[config.mk]
export PLATFORM = sky130hd
export DESIGN_NAME = rs_bank
export DESIGN_NICKNAME = d
export VERILOG_FILES = /design/src/rtl/rs_pkg.sv /design/src/rtl/rs_oldest_select.sv /design/src/rtl/rs_bank.sv
export SDC_FILE = /design/constraint.sdc
export NUM_CORES = 2
export LEC_CHECK = 0
export CAP_MARGIN = 20
export CELL_PAD_IN_SITES_DETAIL_PLACEMENT = 0
export CELL_PAD_IN_SITES_GLOBAL_PLACEMENT = 2
export CORE_UTILIZATION = 39
export DETAILED_ROUTE_END_ITERATION = 10
export PLACE_DENSITY = 0.82
export SYNTH_ARGS = -nofsm -noshare
export SYNTH_HDL_FRONTEND = slang
export SYNTH_SLANG_ARGS = --single-unit
[constraint.sdc]
create_clock -name clock -period 8.4 [get_ports clock]
set_input_delay 1.68 -clock clock [delete_from_list [all_inputs] [get_ports clock]]
set_output_delay 1.68 -clock clock [all_outputs]
set_load 0.03 [all_outputs]
[src/rtl/rs_pkg.sv]
`default_nettype none
// ============================================================================
// Module      : rs_pkg
// Description : Shared types and default sizing for the reservation-station
//               bank and its selector.
// Revision    : 1.0 - initial release
// ============================================================================
package rs_pkg;

    // Default bank geometry; rs_bank parameters take these as defaults.
    localparam int RS_DEPTH_DEF  = 8;
    localparam int NUM_CDB_DEF   = 2;
    localparam int TAG_W_DEF     = 5;
    localparam int XLEN_DEF      = 32;
    localparam int PAYLOAD_W_DEF = 64;

    // ROB tag at the default width.
    typedef logic [TAG_W_DEF-1:0] rs_tag_t;

    // One station entry at the default geometry. rs_bank declares the same
    // layout locally, sized by its own parameters.
    typedef struct packed {
        logic                              valid;
        rs_tag_t                           tag;
        logic [1:0]                        src_rdy;
        logic [1:0][TAG_W_DEF-1:0]         src_tag;
        logic [1:0][XLEN_DEF-1:0]          src_val;
        logic [PAYLOAD_W_DEF-1:0]          payload;
    } rs_entry_t;

endpackage
`default_nettype wire

[src/rtl/rs_oldest_select.sv]
`default_nettype none
// ============================================================================
// Module      : rs_oldest_select
// Description : Grants the requester that no other requester is older than.
//               older_i[j*N+i] = 1 means j is older than i. With a strict
//               "j < i" matrix it becomes a lowest-index priority encoder.
// Revision    : 1.0 - initial release
// ============================================================================
module rs_oldest_select #(
    parameter int N = 8
) (
    input  logic [N-1:0]   req_i,
    input  logic [N*N-1:0] older_i,
    output logic [N-1:0]   grant_o,
    output logic           valid_o
);

    // Column i of the matrix: which entries are older than entry i.
    logic [N-1:0] older_than [N];

    generate
        for (genvar i = 0; i < N; i++) begin : g_grant
            for (genvar j = 0; j < N; j++) begin : g_col
                assign older_than[i][j] = older_i[j*N+i];
            end
            // Blocked if any older entry is also requesting.
            assign grant_o[i] = req_i[i] && !(|(req_i & older_than[i]));
        end
    endgenerate

    assign valid_o = |req_i;

endmodule
`default_nettype wire

[src/rtl/rs_bank.sv]
`default_nettype none
// ============================================================================
// Module      : rs_bank
// Description : Out-of-order reservation-station bank. Captures dispatched
//               instructions, wakes operands from multiple CDB ports
//               (including same-cycle dispatch bypass) and issues the oldest
//               ready entry through a valid/ready handshake.
// Revision    : 1.0 - initial release
// ============================================================================
module rs_bank
    import rs_pkg::*;
#(
    parameter int RS_DEPTH  = RS_DEPTH_DEF,
    parameter int NUM_CDB   = NUM_CDB_DEF,
    parameter int TAG_W     = TAG_W_DEF,
    parameter int XLEN      = XLEN_DEF,
    parameter int PAYLOAD_W = PAYLOAD_W_DEF
) (
    input  logic                          clock,
    input  logic                          reset,
    input  logic                          flush,
    input  logic                          disp_valid,
    output logic                          disp_ready,
    input  logic [TAG_W-1:0]              disp_tag,
    input  logic [1:0]                    disp_src_rdy,
    input  logic [2*TAG_W-1:0]            disp_src_tag,
    input  logic [2*XLEN-1:0]             disp_src_val,
    input  logic [PAYLOAD_W-1:0]          disp_payload,
    input  logic [NUM_CDB-1:0]            cdb_valid,
    input  logic [NUM_CDB*TAG_W-1:0]      cdb_tag,
    input  logic [NUM_CDB*XLEN-1:0]       cdb_value,
    output logic                          iss_valid,
    input  logic                          iss_ready,
    output logic [TAG_W-1:0]              iss_tag,
    output logic [2*XLEN-1:0]             iss_src_val,
    output logic [PAYLOAD_W-1:0]          iss_payload,
    output logic [$clog2(RS_DEPTH+1)-1:0] free_count,
    output logic                          empty
);

    localparam int FC_W = $clog2(RS_DEPTH+1);

    typedef struct packed {
        logic                      valid;
        logic [TAG_W-1:0]          tag;
        logic [1:0]                src_rdy;
        logic [1:0][TAG_W-1:0]     src_tag;
        logic [1:0][XLEN-1:0]      src_val;
        logic [PAYLOAD_W-1:0]      payload;
    } entry_t;

    entry_t                         entry_q [RS_DEPTH];
    entry_t                         entry_d [RS_DEPTH];
    // older_q[j*RS_DEPTH+i] = 1 when entry j was dispatched before entry i.
    logic [RS_DEPTH*RS_DEPTH-1:0]   older_q;
    logic [RS_DEPTH*RS_DEPTH-1:0]   older_d;
    logic [RS_DEPTH*RS_DEPTH-1:0]   low_first;

    logic [RS_DEPTH-1:0] valid_vec;
    logic [RS_DEPTH-1:0] cand_vec;
    logic [RS_DEPTH-1:0] iss_grant;
    logic [RS_DEPTH-1:0] alloc_grant;
    logic                iss_any;
    logic                alloc_any;
    logic                disp_fire;
    logic                iss_fire;
    logic [FC_W-1:0]     used_cnt;

    generate
        for (genvar i = 0; i < RS_DEPTH; i++) begin : g_vec
            assign valid_vec[i] = entry_q[i].valid;
            assign cand_vec[i]  = entry_q[i].valid && (&entry_q[i].src_rdy);
        end
        // Fixed priority "lower index beats higher" for the allocator.
        for (genvar j = 0; j < RS_DEPTH; j++) begin : g_prio_row
            for (genvar i = 0; i < RS_DEPTH; i++) begin : g_prio_col
                assign low_first[j*RS_DEPTH+i] = (j < i) ? 1'b1 : 1'b0;
            end
        end
    endgenerate

    rs_oldest_select #(.N(RS_DEPTH)) u_issue_sel (
        .req_i   (cand_vec),
        .older_i (older_q),
        .grant_o (iss_grant),
        .valid_o (iss_any)
    );

    rs_oldest_select #(.N(RS_DEPTH)) u_alloc_sel (
        .req_i   (~valid_vec),
        .older_i (low_first),
        .grant_o (alloc_grant),
        .valid_o (alloc_any)
    );

    // A free slot exists only if some entry is invalid now; issue this cycle
    // does not open a slot for same-cycle dispatch.
    assign disp_ready = alloc_any;
    assign disp_fire  = disp_valid && alloc_any && !flush;
    assign iss_valid  = iss_any && !flush;
    assign iss_fire   = iss_valid && iss_ready;
    assign empty      = ~|valid_vec;

    // Selected-entry output mux (one-hot OR); all zero when nothing is ready.
    always_comb begin
        iss_tag     = '0;
        iss_src_val = '0;
        iss_payload = '0;
        for (int i = 0; i < RS_DEPTH; i++) begin
            if (iss_grant[i]) begin
                iss_tag     = iss_tag     | entry_q[i].tag;
                iss_src_val = iss_src_val | entry_q[i].src_val;
                iss_payload = iss_payload | entry_q[i].payload;
            end
        end
    end

    // Occupancy count for free_count.
    always_comb begin
        used_cnt = '0;
        for (int i = 0; i < RS_DEPTH; i++) begin
            used_cnt = used_cnt + FC_W'(valid_vec[i]);
        end
    end

    assign free_count = FC_W'(RS_DEPTH) - used_cnt;

    // Next-state: wakeup, issue release, dispatch allocate, then flush.
    always_comb begin
        entry_d = entry_q;
        older_d = older_q;

        // CDB wakeup; descending scan so the lowest matching port wins.
        for (int i = 0; i < RS_DEPTH; i++) begin
            for (int s = 0; s < 2; s++) begin
                if (entry_q[i].valid && !entry_q[i].src_rdy[s]) begin
                    for (int p = NUM_CDB-1; p >= 0; p--) begin
                        if (cdb_valid[p] && (cdb_tag[p*TAG_W +: TAG_W] == entry_q[i].src_tag[s])) begin
                            entry_d[i].src_rdy[s] = 1'b1;
                            entry_d[i].src_val[s] = cdb_value[p*XLEN +: XLEN];
                        end
                    end
                end
            end
        end

        // Issued entry leaves at this edge.
        for (int i = 0; i < RS_DEPTH; i++) begin
            if (iss_fire && iss_grant[i]) begin
                entry_d[i].valid = 1'b0;
            end
        end

        // Dispatch into the lowest free slot, with same-cycle CDB bypass.
        for (int k = 0; k < RS_DEPTH; k++) begin
            if (disp_fire && alloc_grant[k]) begin
                entry_d[k].valid   = 1'b1;
                entry_d[k].tag     = disp_tag;
                entry_d[k].payload = disp_payload;
                for (int s = 0; s < 2; s++) begin
                    entry_d[k].src_tag[s] = disp_src_tag[s*TAG_W +: TAG_W];
                    entry_d[k].src_rdy[s] = disp_src_rdy[s];
                    entry_d[k].src_val[s] = disp_src_rdy[s] ? disp_src_val[s*XLEN +: XLEN] : '0;
                    if (!disp_src_rdy[s]) begin
                        for (int p = NUM_CDB-1; p >= 0; p--) begin
                            if (cdb_valid[p] && (cdb_tag[p*TAG_W +: TAG_W] == disp_src_tag[s*TAG_W +: TAG_W])) begin
                                entry_d[k].src_rdy[s] = 1'b1;
                                entry_d[k].src_val[s] = cdb_value[p*XLEN +: XLEN];
                            end
                        end
                    end
                end
                // New entry is younger than every entry that stays.
                for (int j = 0; j < RS_DEPTH; j++) begin
                    older_d[k*RS_DEPTH+j] = 1'b0;
                    older_d[j*RS_DEPTH+k] = valid_vec[j] && !(iss_fire && iss_grant[j]);
                end
            end
        end

        // Squash overrides everything else.
        if (flush) begin
            for (int i = 0; i < RS_DEPTH; i++) begin
                entry_d[i].valid = 1'b0;
            end
            older_d = '0;
        end
    end

    // State registers with synchronous reset.
    always_ff @(posedge clock) begin
        if (reset) begin
            for (int i = 0; i < RS_DEPTH; i++) begin
                entry_q[i] <= '0;
            end
            older_q <= '0;
        end else begin
            entry_q <= entry_d;
            older_q <= older_d;
        end
    end

endmodule
`default_nettype wire
==> results by group <==
Clocking
  • Htree depth: 4
  • Resize count post-CTS: 0
  • Post-CTS Setup Bufs: 0
  • Reg clk slew, reported paths: 0.06 ns
  • Root Buffer: clkbuf_16
  • Clock Path Buffers: 3
  • CTS sink count: ~1200
  • CTS Hold Bufs: 0
  • Worst skew pair latency: 0.83 ns
  • Cts bufs inserted: between 100 and 150
  • CTS tree: done

Yosys
  • Ys async rst share: 0
  • Flops & latches, synth: about 1200
  • Synth Flop Type: dfxtp_1
  • Synth Warn #: 0
  • Netlist cell types: slightly above 70
  • Avg Inst Size Synth: 7.87 sq um
  • Post-synth EDFFs: 0
  • Synth cell count leaders: nand2_1 (1715), dfxtp_1 (1232), a21oi_1 (846), clkbuf_1 (663), a22oi_1 (376)
  • Syn Std Cell Area: 0.0624 sq mm
  • Synth Area in Compound Gates: 0.291
  • Sequential cell area fraction in the yosys report: 0.395
  • Share of the synthesized area in the top cell type: 0.395
  • Ranking of synthesized cells by area: dfxtp_1 (40%), nand2_1 (10%), a21oi_1 (6.8%)
  • Adder-Cell Fraction of Synth Area: 0.00249
  • Post-synthesis xor/xnor area fraction: 0.0253
  • Most frequent cell after synthesis: nand2_1
  • Post-Synth Simple-Gate Area: 0.197
  • Synth Net Count: 8157
  • Largest family of logic cells by synthesized area: compound AO/OA/AOI/OAI gates
  • Synthesized instance count: 7921
  • Mux cell area share after synthesis: 0.0206
  • Synth area leader: dfxtp_1

Detailed routing
  • Post-Route WL: about 320000 um
  • Remaining DRCs: 1
  • Drt pass-1 iters: 11
  • Routed wl met3: between 30000 and 40000 um
  • Met1 WL: between 100000 and 150000 um
  • Drt first-iter violations: 9807
  • DR WL/cell: 32.4 um
  • DR WL met2: between 100000 and 150000 um
  • Vias: 66500
  • Antenna viol nets, final: 0
  • Vias/cell: roughly 6.7
  • Max layer used: met5

Power
  • VDD IR max: 206 uV
  • Pwr Density: 188 mW/mm^2
  • Leak: 22.8 nW

Layout
  • Register area: between 0.02 and 0.025 sq mm
  • Utilization after layout: 0.451
  • Area Overhead vs Synth: 14.6%
  • Fin cells: 9860
  • Layout cells sized above 1: 0.0673
  • Final #Nets: 7900
  • Area of the multi-input gates: 0.0340 sq mm
  • Post-layout instance area: 0.0715 sq mm
  • Fill cell count: 15700

Timing
  • Final setup vio count: 0
  • RSZ-0062 raised after global routing: no
  • Final Critical Period: 6.89 ns
  • Relative slew slack: 0.141
  • Worst-margin pin slew: 1.29 ns
  • Clock Skew: 0.0465 ns
  • Number of hold violations in the final report: 0
  • Setup_tns: 0 ns
  • Final worst path period share: 0.821
  • Fmax: approximately 150 MHz
  • Slew Viols, Final: 0

Die
  • I/O pin cnt: 366
  • Die Width: ~400 um
  • Initial core utilization: 0.393
  • Row cnt: 146
  • Die H: 402 um
  • Core area: 0.159 sq mm
  • Die area: 0.162 sq mm

Placement
  • Final GP Congestion: 0.902
  • Placed Area: 0.0666 sq mm
  • DP HPWL: between 150000 and 200000 um
  • IO buf count: about 370
  • Cells after DPL: around 9600

Critical path
  • Crit end category: primary output
  • Worst Path Required: 6.72 ns
  • Crit-path max FO: 48
  • Worst Path Arrival: 5.21 ns
  • Crit Path Class: reg2out
  • Startpoint types: flip-flop
  • R2R Setup Slk: 4.19 ns

Run status
  • Status: complete, but fails checks
  • Failing checks: design-rule violations

Global route
  • First-pass GRT wire length: 454000 um
  • Initial antenna violation count: 28
  • Congestion Overflow GR: 0
  • Largest net degree at the start of global routing: 187
  • Tot GR Track Use: 0.378
  • Vias in the first global route: 62100

Run
  • Max cap viols: 0

Min path
  • Hold Crit Class: reg2reg
-- cell usage in the layout (no fill, tap or decap), types with 76 or more instances in the layout --
master | netlist | final
a22o_1 | 147 | 147
clkdlybuf4s50_1 | 0 | 360
nor3_1 | 136 | 125
nand3_1 | 368 | 366
mux2i_1 | 114 | 114
o22ai_1 | 92 | 92
clkbuf_16 | 0 | 149
o211ai_1 | 82 | 82
dfxtp_1 | 1232 | 1232
a31oi_1 | 216 | 215
nor2_1 | 136 | 125
o21ai_0 | 107 | 107
nand2_1 | 1715 | 1712
xor2_1 | 104 | 104
a221oi_1 | 324 | 323
buf_4 | 91 | 152
xnor2_1 | 76 | 76
a22oi_1 | 376 | 376
and2_1 | 102 | 98
a21oi_1 | 846 | 843
-- metrics by stage --
stage	power (W)	hold WS, ns	setup slack (ns)
finish	0.0134	0.449	1.51
detailed placement	0.00694	0.441	2.67
global placement	0.00693	0.434	2.71
floorplan	0.00655	0.425	4.33
CTS	0.0134	0.450	1.77
global route	0.0137	0.463	1.54
-- critical path, stage by stage (launching register included) --
cell and delay [ns]:
dfxtp_1 0.77, nand3_1 0.15, a211oi_1 0.27, and4_4 1.08, buf_4 0.65, a22o_1 0.23, a221oi_1 0.06, nand3_1 0.32
clkdlybuf4s50_1 0.74
-- kinds of logic after synthesis --
| kind of cell | Yosys count |
|---|---|
| fa+ha+maj | 10 |
| xor+xnor | 180 |
| flops | 1232 |
| simple gates | 2775 |
| mux | 127 |
| buf+inv | 989 |
| compound gates | 2608 |
-- report_power, final --
group	switching [W]	internal [W]	total (W)
clock	0.00279	0.00377	0.00656
combinational	0.000693	0.000255	0.000948
sequential	0.0000229	0.00588	0.00590
-- layer usage --
metal | global-route usage | vias to the layer above
met2 | 0.558 | 4651
met1 | 0.498 | 32300
li1 | - | 28500
met4 | 0.189 | 18
met5 | 0 | -
met3 | 0.110 | 1064
-- worst paths after layout --
path                      start         endpoint  cells past startpoint
setup reg to reg   entry_q[145]      entry_q[77]                      7
setup / recovery  entry_q[1021]  iss_src_val[26]                      8
hold reg to reg     entry_q[31]      entry_q[31]                      2
hold / removal      entry_q[31]      entry_q[31]                      2
-- flip-flops by register name, indices dropped and copies added (netlist names) --
| name | cells |
|---|---|
| entry_q | 1168 |
| older_q | 64 |
-- cell type report --
| cell class | instances | area share |
|---|---|---|
| multi-input cells | 5700 | 0.476 |
| flip-flops and latches | 1232 | 0.345 |
| clock buffers | 213 | 0.0599 |
| diodes | 18 | 0.000630 |
| well taps | 2072 | 0.0363 |
| clock inverters | 43 | 0.00798 |
| repair buffers | 533 | 0.0721 |
| inverters | 49 | 0.00257 |
(Power assumes the default switching activity.)
